<file path="config.mk">
export PLATFORM = sky130hd
export DESIGN_NAME = mac_column_sequencer
export DESIGN_NICKNAME = d
export VERILOG_FILES = /design/src/rtl/mac_column_sequencer.sv
export SDC_FILE = /design/constraint.sdc
export NUM_CORES = 1
export LEC_CHECK = 0
export BUFFER_PORTS_ARGS = -buffer_cell sky130_fd_sc_hd__clkbuf_2
export CAP_MARGIN = 0
export CORE_MARGIN = 8
export CORE_UTILIZATION = 50
export DETAILED_ROUTE_END_ITERATION = 10
export PLACE_DENSITY = 0.79
export SLEW_MARGIN = 5
export SYNTH_ARGS = -nofsm -noshare
export SYNTH_HDL_FRONTEND = slang
export SYNTH_SLANG_ARGS = --single-unit
</file>
<file path="constraint.sdc">
create_clock -name clk -period 4.6 [get_ports clk]
set_clock_uncertainty 0.2 [all_clocks]
set_input_delay 0.69 -clock clk [delete_from_list [all_inputs] [get_ports clk]]
set_output_delay 0.69 -clock clk [all_outputs]
set_load 0.02 [all_outputs]
</file>
<file path="src/rtl/mac_column_sequencer.sv">
// Sequences one bit-column MAC through a dot-product job.
// Columns are issued MSB-first, then a single bubble cycle drains the MAC pipeline, then the result is held for the consumer.
module mac_column_sequencer #(
   parameter int MAX_COLS  = 8,
   parameter int CNT_WIDTH = 16
) (
   input  logic                 clk,
   input  logic                 reset,
   input  logic                 start,
   input  logic [3:0]           cfg_num_cols,
   input  logic                 cfg_accum_prev,
   input  logic                 cfg_pool,
   output logic                 busy,
   input  logic                 col_valid,
   output logic                 col_ready,
   output logic                 mac_en,
   output logic                 mac_load_accum,
   output logic                 mac_bubble,
   output logic [$clog2(MAX_COLS)-1:0] mac_column_idx,
   output logic                 mac_is_msb,
   output logic                 mac_is_pooling,
   output logic                 result_valid,
   input  logic                 result_ready,
   output logic [CNT_WIDTH-1:0] stall_cnt
);

   localparam int IDX_W = $clog2(MAX_COLS);

   typedef enum logic [1:0] {IDLE, RUN, DRAIN, DONE} state_t;

   state_t               state_q, state_d;
   logic [IDX_W-1:0]     col_q, col_d;
   logic [IDX_W-1:0]     last_q, last_d;
   logic                 accum_q, accum_d;
   logic                 pool_q, pool_d;
   logic [CNT_WIDTH-1:0] stall_q, stall_d;

   logic [3:0]           n_eff;
   logic [IDX_W-1:0]     first_col;

   // A column count of 0 runs one column; anything above MAX_COLS is clamped.
   always_comb begin
      n_eff = cfg_num_cols;
      if (cfg_num_cols == 4'd0) begin
         n_eff = 4'd1;
      end else if (cfg_num_cols > 4'(MAX_COLS)) begin
         n_eff = 4'(MAX_COLS);
      end
      first_col = IDX_W'(n_eff - 4'd1);
   end

   always_ff @(posedge clk or negedge reset) begin
      if (!reset) begin
         state_q <= IDLE;
         col_q   <= '0;
         last_q  <= '0;
         accum_q <= 1'b0;
         pool_q  <= 1'b0;
         stall_q <= '0;
      end else begin
         state_q <= state_d;
         col_q   <= col_d;
         last_q  <= last_d;
         accum_q <= accum_d;
         pool_q  <= pool_d;
         stall_q <= stall_d;
      end
   end

   always_comb begin
      state_d        = state_q;
      col_d          = col_q;
      last_d         = last_q;
      accum_d        = accum_q;
      pool_d         = pool_q;
      stall_d        = stall_q;
      col_ready      = 1'b0;
      mac_en         = 1'b0;
      mac_load_accum = 1'b0;
      mac_bubble     = 1'b0;
      mac_is_msb     = 1'b0;
      mac_is_pooling = 1'b0;
      result_valid   = 1'b0;

      case (state_q)
         IDLE: begin
            if (start) begin
               state_d = RUN;
               col_d   = first_col;
               last_d  = first_col;
               accum_d = cfg_accum_prev;
               pool_d  = cfg_pool;
               stall_d = '0;
            end
         end
         RUN: begin
            col_ready  = 1'b1;
            mac_is_msb = (col_q == last_q);
            if (col_valid) begin
               mac_en         = 1'b1;
               mac_load_accum = accum_q && (col_q == last_q);
               if (col_q == '0) begin
                  state_d = DRAIN;
               end else begin
                  col_d = col_q - IDX_W'(1);
               end
            end else if (stall_q != '1) begin
               stall_d = stall_q + CNT_WIDTH'(1);
            end
         end
         DRAIN: begin
            mac_en     = 1'b1;
            mac_bubble = 1'b1;
            state_d    = DONE;
         end
         DONE: begin
            result_valid   = 1'b1;
            mac_is_pooling = pool_q;
            if (result_ready) begin
               state_d = IDLE;
            end
         end
         default: state_d = IDLE;
      endcase
   end

   assign busy           = (state_q != IDLE);
   assign mac_column_idx = col_q;
   assign stall_cnt      = stall_q;

endmodule

</file>
==> impl_metrics.tcl, run 1 <==
set metrics [dict create \
    status "completed" \
    cts_root_buffer "clkbuf_4" \
    grt_max_degree 41 \
    grt_pass1_wl_mm 6.78 \
    async_reset_ff_share_pct 100 \
    finalPower_mw 1.22 \
    place_congestion 0.835 \
    vias 1489 \
    routed_wl_mm 4.03 \
    die_area_sq_um 5630 \
    syn_area_sq_um 1740 \
    core_sq_um 3340 \
    antenna_found_initial 0 \
    drive_gt1_share_pct 26.9 \
    htree_levels 1 \
    cts.repair.resized 0 \
    ios 38 \
    drtIter0Drc 162 \
    cts_buffer_depth 2 \
    num_rows 21 \
    slew_headroom_pct 53.5 \
    drc 0 \
    critPathLaunchType "flip-flop" \
    cts.clk_slew.worst_paths_ns 0.15 \
    tightest_slew_ns 0.698 \
    ir_drop_mv 0.430 \
    synthCells 184 \
    fp.dieW_um 75.1 \
    grt.total_usage_pct 15.0 \
    p_switching_uw 603 \
    hold_viol 0 \
    clock_power_share_pct 9.7 \
    cp-end-kind "flip-flop" \
    period_needed_ns 2.86 \
    grt_pass1_vias 1520 \
    setup_viol 0 \
    ant_nets 0 \
    internal-power_uw 614 \
    syn_nets 204 \
    grt_overflow 0 \
    ys_seq_elements 26 \
    numCtsBuffers 3 \
    crit_fanout 40 \
    combPwrFrac_pct 53.9 \
    synthFlopType "dfrtp_1" \
    cts_setup_buffers 0 \
    period_share_pct 62.2 \
    viasPerCell 5.68 \
    cts_tree "built" \
    p_per_area_nw_per_um2 618 \
    power_frac_seq_pct 36.4 \
    first_pass_iters 6 \
    ys_warn_count 0 \
    syn_to_final_growth_pct 12.9 \
    max_freq_mhz 349 \
    start_util_pct 52.3 \
    numPortBuffers 37 \
    nets 237 \
    die_y_um 75.1 \
    fin_tns_setup_ns 0 \
    hold_buffers 0 \
    cp_data_arrival_time_ns 2.88 \
    worstHoldPathType "input pin to asynchronous set/reset pin" \
    cp.required_ns 4.62 \
    rsz0062_at_grt "no" \
    p_sw_share_pct 49.5 \
    yosys.cell_types.count 46 \
    yosysSeqAreaShare_pct 37.3 \
    synth-edff-count 0 \
    avgRoutedWirePerCell_um 15.4 \
    p_leak_nw 0.874 \
    worstSetupPathType "flip-flop to flip-flop" \
    diodes 0 \
    avgSynthCellArea_sq_um 9.48 \
    cap_viol_max_count 0 \
    worstSkewPairLatency_ns 0.33 \
    cts_sinks 26 \
    dp_hpwl_mm 2.93 \
    slew_violations 0 \
]
==> cells in the mapped netlist, types with 2 or more instances <==
library cell	instances	area [sq um]
dfrtp_1	26	651
nand2_1	22	82.6
o21ai_0	22	110
inv_1	10	37.5
nand3b_1	10	75.1
ha_1	9	113
nand3_1	7	35.0
o221ai_2	7	105
nand2b_1	6	37.5
clkbuf_1	5	18.8
nand4_1	5	31.3
mux2_2	4	45.0
nor2_1	4	15.0
nor3_1	4	20.0
nor4_1	4	25.0
a22o_1	3	26.3
and2_1	3	18.8
xor2_1	3	26.3
o211ai_1	2	15.0
o21ai_1	2	10.0
==> worst paths after layout <==
| kind | slack, ns | from | cells past startpoint | endpoint |
|---|---|---|---|---|
| setup reg to reg | 1.74 | state_q[1] | 7 | stall_cnt[13] |
| min in group clk | 0.32 | last_q[1] | 2 | last_q[1] |
| setup / recovery | 1.74 | state_q[1] | 7 | stall_cnt[13] |
| max in group asynchronous | 3.61 | reset | 1 | stall_cnt[13] |
| hold reg to reg | 0.32 | last_q[1] | 2 | last_q[1] |
| hold / removal | 0.16 | reset | 1 | stall_cnt[7] |
==> worst max-delay path, cell delays in order (launching register included) <==
cell     delay [ns]
dfrtp_1        0.42
inv_1          0.12
ha_1           0.20
buf_4          0.37
mux2_4         0.25
nand2_1        0.24
or2_1          0.57
a211o_1        0.38
==> metal layers <==
metal  track usage (%)  up-vias  wire (um)
met5                 0        -          0
met4              3.26        0         19
met3              5.06        2        306
met2              25.0       44       1970
met1              18.1      704       1730
li1                  -      739          -
==> sequential cells by signal, summed over array words and instances, names as in the netlist <==
signal	cells
stall_cnt	16
pool_q	1
last_q	3
mac_column_idx	3
accum_q	1
state_q	2
==> stage by stage <==
stage / hold WS [ns] / area [sq um] / util (%) / setup slack [ns] / instances
after CTS: 0.179 / 1970 / 59.0 / 1.74 / 262
after global placement: 0.283 / 1930 / 57.9 / 1.89 / 258
after detailed placement: 0.294 / 1930 / 57.9 / 1.76 / 258
final: 0.162 / 1970 / 59.0 / 1.74 / 262
after floorplan: 0.194 / 1740 / - / 1.99 / 184
after global routing: 0.192 / 1970 / 59.0 / 1.56 / 262
==> cells in the final DEF, fill, tap and decap left out, types with 2 or more instances in the layout <==
master    instances
nand3_1           7
nor4_1            4
xor2_1            3
o21ai_1           2
nand3b_1         10
clkbuf_4          3
and2_1            3
nand4_1           5
nor3_1            4
mux2_2            4
nor2_1            4
nand2b_1          6
nand2_1          22
a22o_1            3
o221ai_2          7
o21ai_0          22
inv_1            10
ha_1              9
dfrtp_1          26
o211ai_1          2
clkbuf_2         37
==> power groups by stage <==
stage	combinational, mW	clock (mW)	sequential (mW)
2_1_floorplan	0.442	0	0.494
3_3_place_gp	0.649	0	0.440
3_5_place_dp	0.664	0	0.446
4_1_cts	0.666	0.125	0.441
5_1_grt	0.735	0.133	0.461
6_report	0.656	0.118	0.443
==> cells by family after synthesis <==
group	count (synthesis)	share of synthesized area, %
simple gates	74	24.9
compound gates	45	19.7
flops	26	37.3
buf+inv	20	5.67
fa+ha+maj	9	6.46
mux	6	4.02
xor+xnor	4	2.01
==> area by class of cell <==
cell class	instances	area (sq um)
Multi-Input combinational cell	138	995
Timing Repair Buffer	38	193
Sequential cell	26	651
Tap cell	46	57.6
Fill cell	288	1370
Inverter	10	37.5
Clock buffer	4	36.3
No activity file was read; power rests on OpenSTA's default activity.
==> run 2: changes to the inputs <==
Settings changed: CORE_UTILIZATION 50 to 49, PLACE_DENSITY 0.79 to 0.81.
Clock period 4.6 ns to 2.35 ns, I/O delays scaled along.
==> run 2 against run 1 <==
Net effect:
- largest power group unchanged
- largest cell class unchanged
- critical path depth decreased by 1
- core utilization up 1.3 points
- cell count up 2.7%
- clock-buffer cell count decreased by 1
==> impl_metrics.tcl, run 2 (synthesis results as in run 1) <==
set metrics [dict create \
    cts_sinks 26 \
    r2r_cells 5 \
    ios 38 \
    crit_path_max_incr_delay_ns 0.43 \
    vias 1552 \
    slew_violations 0 \
    nets 244 \
    fin_area_sq_um 2040 \
    numCtsBuffers 3 \
    worstHoldPathType "input pin to flip-flop" \
    core_sq_um 3390 \
    setup_viol 0 \
    drtIter0Drc 173 \
    dp_cells 264 \
    hold_viol 0 \
    viasPerCell 5.77 \
    layout_commonest_cell "clkbuf_2" \
    grtUsageMet3_pct 1.84 \
    dp_hpwl_mm 3.04 \
    cts.clk_slew.worst_paths_ns 0.14 \
    whs_ns 0.0479 \
    crit_fanout 9 \
    grt_pass1_vias 1485 \
    slew_headroom_pct 57.4 \
    cp_data_arrival_time_ns 1.66 \
    period_share_pct 94.3 \
    fin_util_pct 60.3 \
    met2_usage_pct 25.5 \
    rrSetupSlack_ns 0.27 \
    cp.required_ns 1.80 \
    num_rows 21 \
    critPathLaunchType "flip-flop" \
    routed_wl_mm 4.21 \
    post_dp_cell_area_sq_um 1980 \
    clock_power_share_pct 12.1 \
    fin_ws_ns 0.133 \
    ir_drop_mv 0.611 \
    cts_buffer_depth 2 \
    fin_cells 269 \
    cp-end-kind "output pin" \
    final_cell_mix "clkbuf_2, dfrtp_1, nand2_1, o21ai_0" \
    dpl_worst_slack_ns 0.278 \
    p_per_area_nw_per_um2 1250 \
    numPortBuffers 37 \
    grt_pass1_wl_mm 7.19 \
    worstSetupPathType "flip-flop to output pin" \
    ant_nets 0 \
    drc 0 \
    grt_overflow 0 \
    grt.total_usage_pct 16.0 \
    htree_levels 1 \
    internal-power_mw 1.34 \
    rsz0062_at_grt "no" \
    first_pass_iters 4 \
    fp.dieW_um 75.7 \
    p_switching_mw 1.22 \
    finalPower_mw 2.56 \
    drive_gt1_share_pct 29.1 \
    max_freq_mhz 451 \
    cts_setup_buffers 0 \
    period_needed_ns 2.22 \
    top_usage_layer "met2" \
    use_met1_pct 21.5 \
    place_congestion 0.792 \
    p_sw_share_pct 47.7 \
    cts_root_buffer "clkbuf_4" \
    die_y_um 75.7 \
    cap_viol_max_count 0 \
    crit_chain "inv_1, ha_2, buf_4, a21oi_1, nor2b_1, clkbuf_2" \
    largest_register_ff_count 16 \
    cts_tree "built" \
    combPwrFrac_pct 54.0 \
    diodes 0 \
    slowest_stage "dfrtp_1" \
    avgRoutedWirePerCell_um 15.7 \
    p_leak_nw 0.912 \
    tightest_slew_ns 0.638 \
    grt_max_degree 28 \
    fin_tns_setup_ns 0 \
    worstSkewPairLatency_ns 0.33 \
    hold_depth 2 \
    syn_to_final_growth_pct 17.1 \
    power_frac_seq_pct 33.9 \
    start_util_pct 51.5 \
    status "completed" \
    die_area_sq_um 5720 \
    antenna_found_initial 0 \
]
==> run 2: final timing paths <==
kind                           startpoint       endpoint
max                            state_q[1]         mac_en
min reg2reg                       accum_q        accum_q
max in group asynchronous           reset   stall_cnt[5]
min in group asynchronous           reset      last_q[1]
max reg2reg                  stall_cnt[0]  stall_cnt[12]
min                        cfg_accum_prev        accum_q
==> run 2: power groups by stage <==
stage / Sequential, mW / Clock [mW] / Combinational [mW]
floorplan: 0.967 / 0 / 0.864
global placement: 0.864 / 0 / 1.34
detailed placement: 0.873 / 0 / 1.37
CTS: 0.864 / 0.317 / 1.38
global route: 0.898 / 0.332 / 1.52
finish: 0.868 / 0.309 / 1.38
==> run 2: cell type report <==
type                       count  area, sq um
clock inverter                 1         30.0
timing repair buffer          45          248
multi-input combinational    138          997
fill                         271         1350
tap                           46         57.6
inverter                      10         37.5
sequential                    26          651
clock buffer                   3         22.5
==> run 2: layer usage <==
metal / wire (um) / part of all wire, %
met2: 2000 / 47
met3: 250 / 5.9
met5: 0 / 0
met1: 1890 / 45
met4: 76 / 1.8
==> run 2: what timing repair did <==
action	4_1_cts	5_1_grt
endpoints found under the hold margin	26	0
gates resized for setup	0	1
endpoints found under the setup margin	0	2
hold buffers	1	0
==> run 2: critical path, delay by kind of cell, from the launching register on <==
family          cells  cell delay [ns]
simple gates        1             0.10
compound gates      1             0.07
buf+inv             3             0.48
flops               1             0.43
fa+ha+maj           1             0.26
==> run 3: changes to the inputs <==
Settings changed: ABC_AREA set to 1, ABC_CLOCK_PERIOD_IN_PS set to 2350, CORE_UTILIZATION 49 to 48, PLACE_DENSITY 0.81 to 0.8, TNS_END_PERCENT set to 100.
==> run 3 against run 2 <==
Net effect:
- maximum frequency grew 3.4%
- critical endpoint is now mac_is_msb
- wire length down 10%
- synthesized area is 4.3% lower
- clock power is 40% lower
- largest cell class unchanged
- cell count is 17% higher
- clock-buffer cell count unchanged
- hold slack worse by 0.019 ns
- cell area fell by 4.8%
- via count decreased by 2.6%
- sequential share of layout area grew 1.6 points
- die area down 1.8%
- synthesized cell count increased by 24%
==> impl_metrics.tcl, run 3 <==
set metrics [dict create \
    status "completed" \
    path_buf_inv 4 \
    synth_compound_area_share_pct 7.12 \
    critPathLaunchType "flip-flop" \
    nets 292 \
    drc 0 \
    synth-simple-area-share_pct 34.3 \
    cts.clk_slew.worst_paths_ns 0.13 \
    p_per_area_nw_per_um2 939 \
    first_pass_iters 4 \
    cp-end-kind "output pin" \
    syn_area_sq_um 1670 \
    cts_sinks 26 \
    ios 38 \
    setup_viol 0 \
    syn_to_final_growth_pct 16.6 \
    period_share_pct 91.2 \
    synthFlopType "dfrtp_1" \
    synth_xor_xnor_area_share_pct 5.77 \
    routed_wl_mm 3.79 \
    yosys.area.top_type_share_pct 39.0 \
    numPortBuffers 37 \
    yosysMostFrequentCell "nand2_1" \
    place_congestion 0.840 \
    synthMuxAreaShare_pct 0 \
    reg2reg_to "stall_cnt[15]" \
    worstHoldPathType "input pin to flip-flop" \
    viasPerCell 4.78 \
    ys_warn_count 0 \
    start_util_pct 50.0 \
    crit_fanout 10 \
    cts_buffer_depth 2 \
    fp.dieW_um 75.0 \
    largest_register_ff_count 16 \
    tightest_slew_ns 0.646 \
    async_reset_ff_share_pct 100 \
    num_rows 21 \
    diodes 0 \
    cts.repair.resized 0 \
    rrSetupSlack_ns 0.29 \
    grt.total_usage_pct 14.8 \
    cts_setup_buffers 0 \
    ir_drop_mv 0.589 \
    die_area_sq_um 5620 \
    cts_tree "built" \
    yosysSeqAreaShare_pct 39.0 \
    yosysTopAreaCell "dfrtp_1" \
    slew_violations 0 \
    slowest_stage "dfrtp_1" \
    cap_viol_max_count 0 \
    cp_data_arrival_time_ns 1.59 \
    core_sq_um 3340 \
    drive_gt1_share_pct 18.9 \
    hold_viol 0 \
    drtIter0Drc 111 \
    avgRoutedWirePerCell_um 12.0 \
    synthCells 229 \
    worstSkewPairLatency_ns 0.31 \
    cp_common_cell "inv_1" \
    fin_tns_setup_ns 0 \
    syn_nets 249 \
    cp.required_ns 1.80 \
    grt_pass1_wl_mm 6.58 \
    synth_top_cells_by_count "nand2_1, dfrtp_1, inv_1" \
    slew_headroom_pct 56.9 \
    avgSynthCellArea_sq_um 7.29 \
    antenna_found_initial 0 \
    grt_overflow 0 \
    layout_commonest_cell "nand2_1" \
    ys_seq_elements 26 \
    hold_buffers 1 \
    vias 1512 \
    whs_ns 0.0289 \
    hp-start "cfg_pool" \
    max_freq_mhz 467 \
    grt_pass1_vias 1521 \
    period_needed_ns 2.14 \
    synth_adder_area_share_pct 6.75 \
    synth_area_leaders "dfrtp_1, nand2_1, ha_1" \
    numCtsBuffers 3 \
    die_y_um 75.0 \
    rsz0062_at_grt "no" \
    dp_hpwl_mm 3.02 \
    synth-edff-count 0 \
    r2r_start "state_q[0]" \
    p_leak_nw 1.07 \
    grt_max_degree 27 \
    path_delay_family "buffers and inverters" \
    crit_path_max_incr_delay_ns 0.42 \
    ant_nets 0 \
    final_cell_mix "nand2_1, clkbuf_2, dfrtp_1" \
    htree_levels 1 \
    fin_util_pct 58.3 \
    crit_chain "inv_1, ha_1, inv_1, buf_4, nor2_1, clkbuf_2" \
    multiInputGateArea_sq_um 900 \
    r2r_cells 9 \
    hold_depth 3 \
    fillers 336 \
    ff_latch_area_sq_um 651 \
    worstSetupPathType "flip-flop to output pin" \
    cts_root_buffer "clkbuf_4" \
    yosys.cell_types.count 24 \
    synth_top_family_by_area "simple AND/OR/NAND/NOR gates" \
    hold-path-endpoint "pool_q" \
]
run 3: cell type report:
cell class / count / share of cell area [%]
multi-input combinational: 174 / 46.2
sequential: 26 / 33.4
timing repair buffer: 41 / 11.2
inverter: 26 / 5.02
tap: 46 / 2.96
clock buffer: 3 / 1.16
run 3: kinds of logic after synthesis:
family,count (synthesis)
fa+ha+maj,9
xor+xnor,11
flops,26
compound gates,20
buf+inv,29
simple gates,134
run 3: worst reg2reg max path: stages (launching register included):
cell      delay, ns
dfrtp_1        0.43
inv_1          0.14
ha_1           0.21
inv_1          0.07
nand2_1        0.08
nand3_1        0.10
o21bai_4       0.25
nor2_2         0.35
nand2_1        0.09
nand2_1        0.08
run 3: routing by layer:
metal | global-route usage (%) | up-vias | share of wire [%] | wire length [um]
met5 | 0 | - | 0 | 0
met4 | 3.91 | 0 | 0.48 | 18
met3 | 3.86 | 2 | 6.7 | 253
met2 | 25.4 | 40 | 48 | 1810
met1 | 17.7 | 668 | 45 | 1710
li1 | - | 802 | - | -
run 3: how the worst max path moves through the flow:
stage                    start             end  slack, ns  depth (start not counted)
detailed placement  state_q[0]   stall_cnt[15]       0.33                          9
floorplan           state_q[1]  mac_load_accum       0.17                          5
global placement    state_q[0]   stall_cnt[15]       0.42                          9
CTS                 state_q[1]      mac_is_msb       0.19                          6
finish              state_q[1]      mac_is_msb       0.21                          6
global route        state_q[1]      mac_is_msb       0.04                          6
run 3: where the power goes:
group	switching (mW)	internal [mW]	leakage (nW)	total (mW)
sequential	0.0885	0.552	0.344	0.640
clock	0.124	0.0599	0.0138	0.184
combinational	0.640	0.363	0.715	1.00
total	0.853	0.974	1.07	1.83
run 3: stage by stage:
| step | worst slack (ns) | power [mW] | instance area (sq um) | cells |
|---|---|---|---|---|
| after global routing | 0.0426 | 2.01 | 1950 | 316 |
| after detailed placement | 0.325 | 1.65 | 1910 | 312 |
| after floorplan | 0.165 | 1.36 | 1670 | 229 |
| after global placement | 0.423 | 1.61 | 1910 | 312 |
| after CTS | 0.187 | 1.84 | 1950 | 316 |
| final | 0.206 | 1.83 | 1950 | 316 |
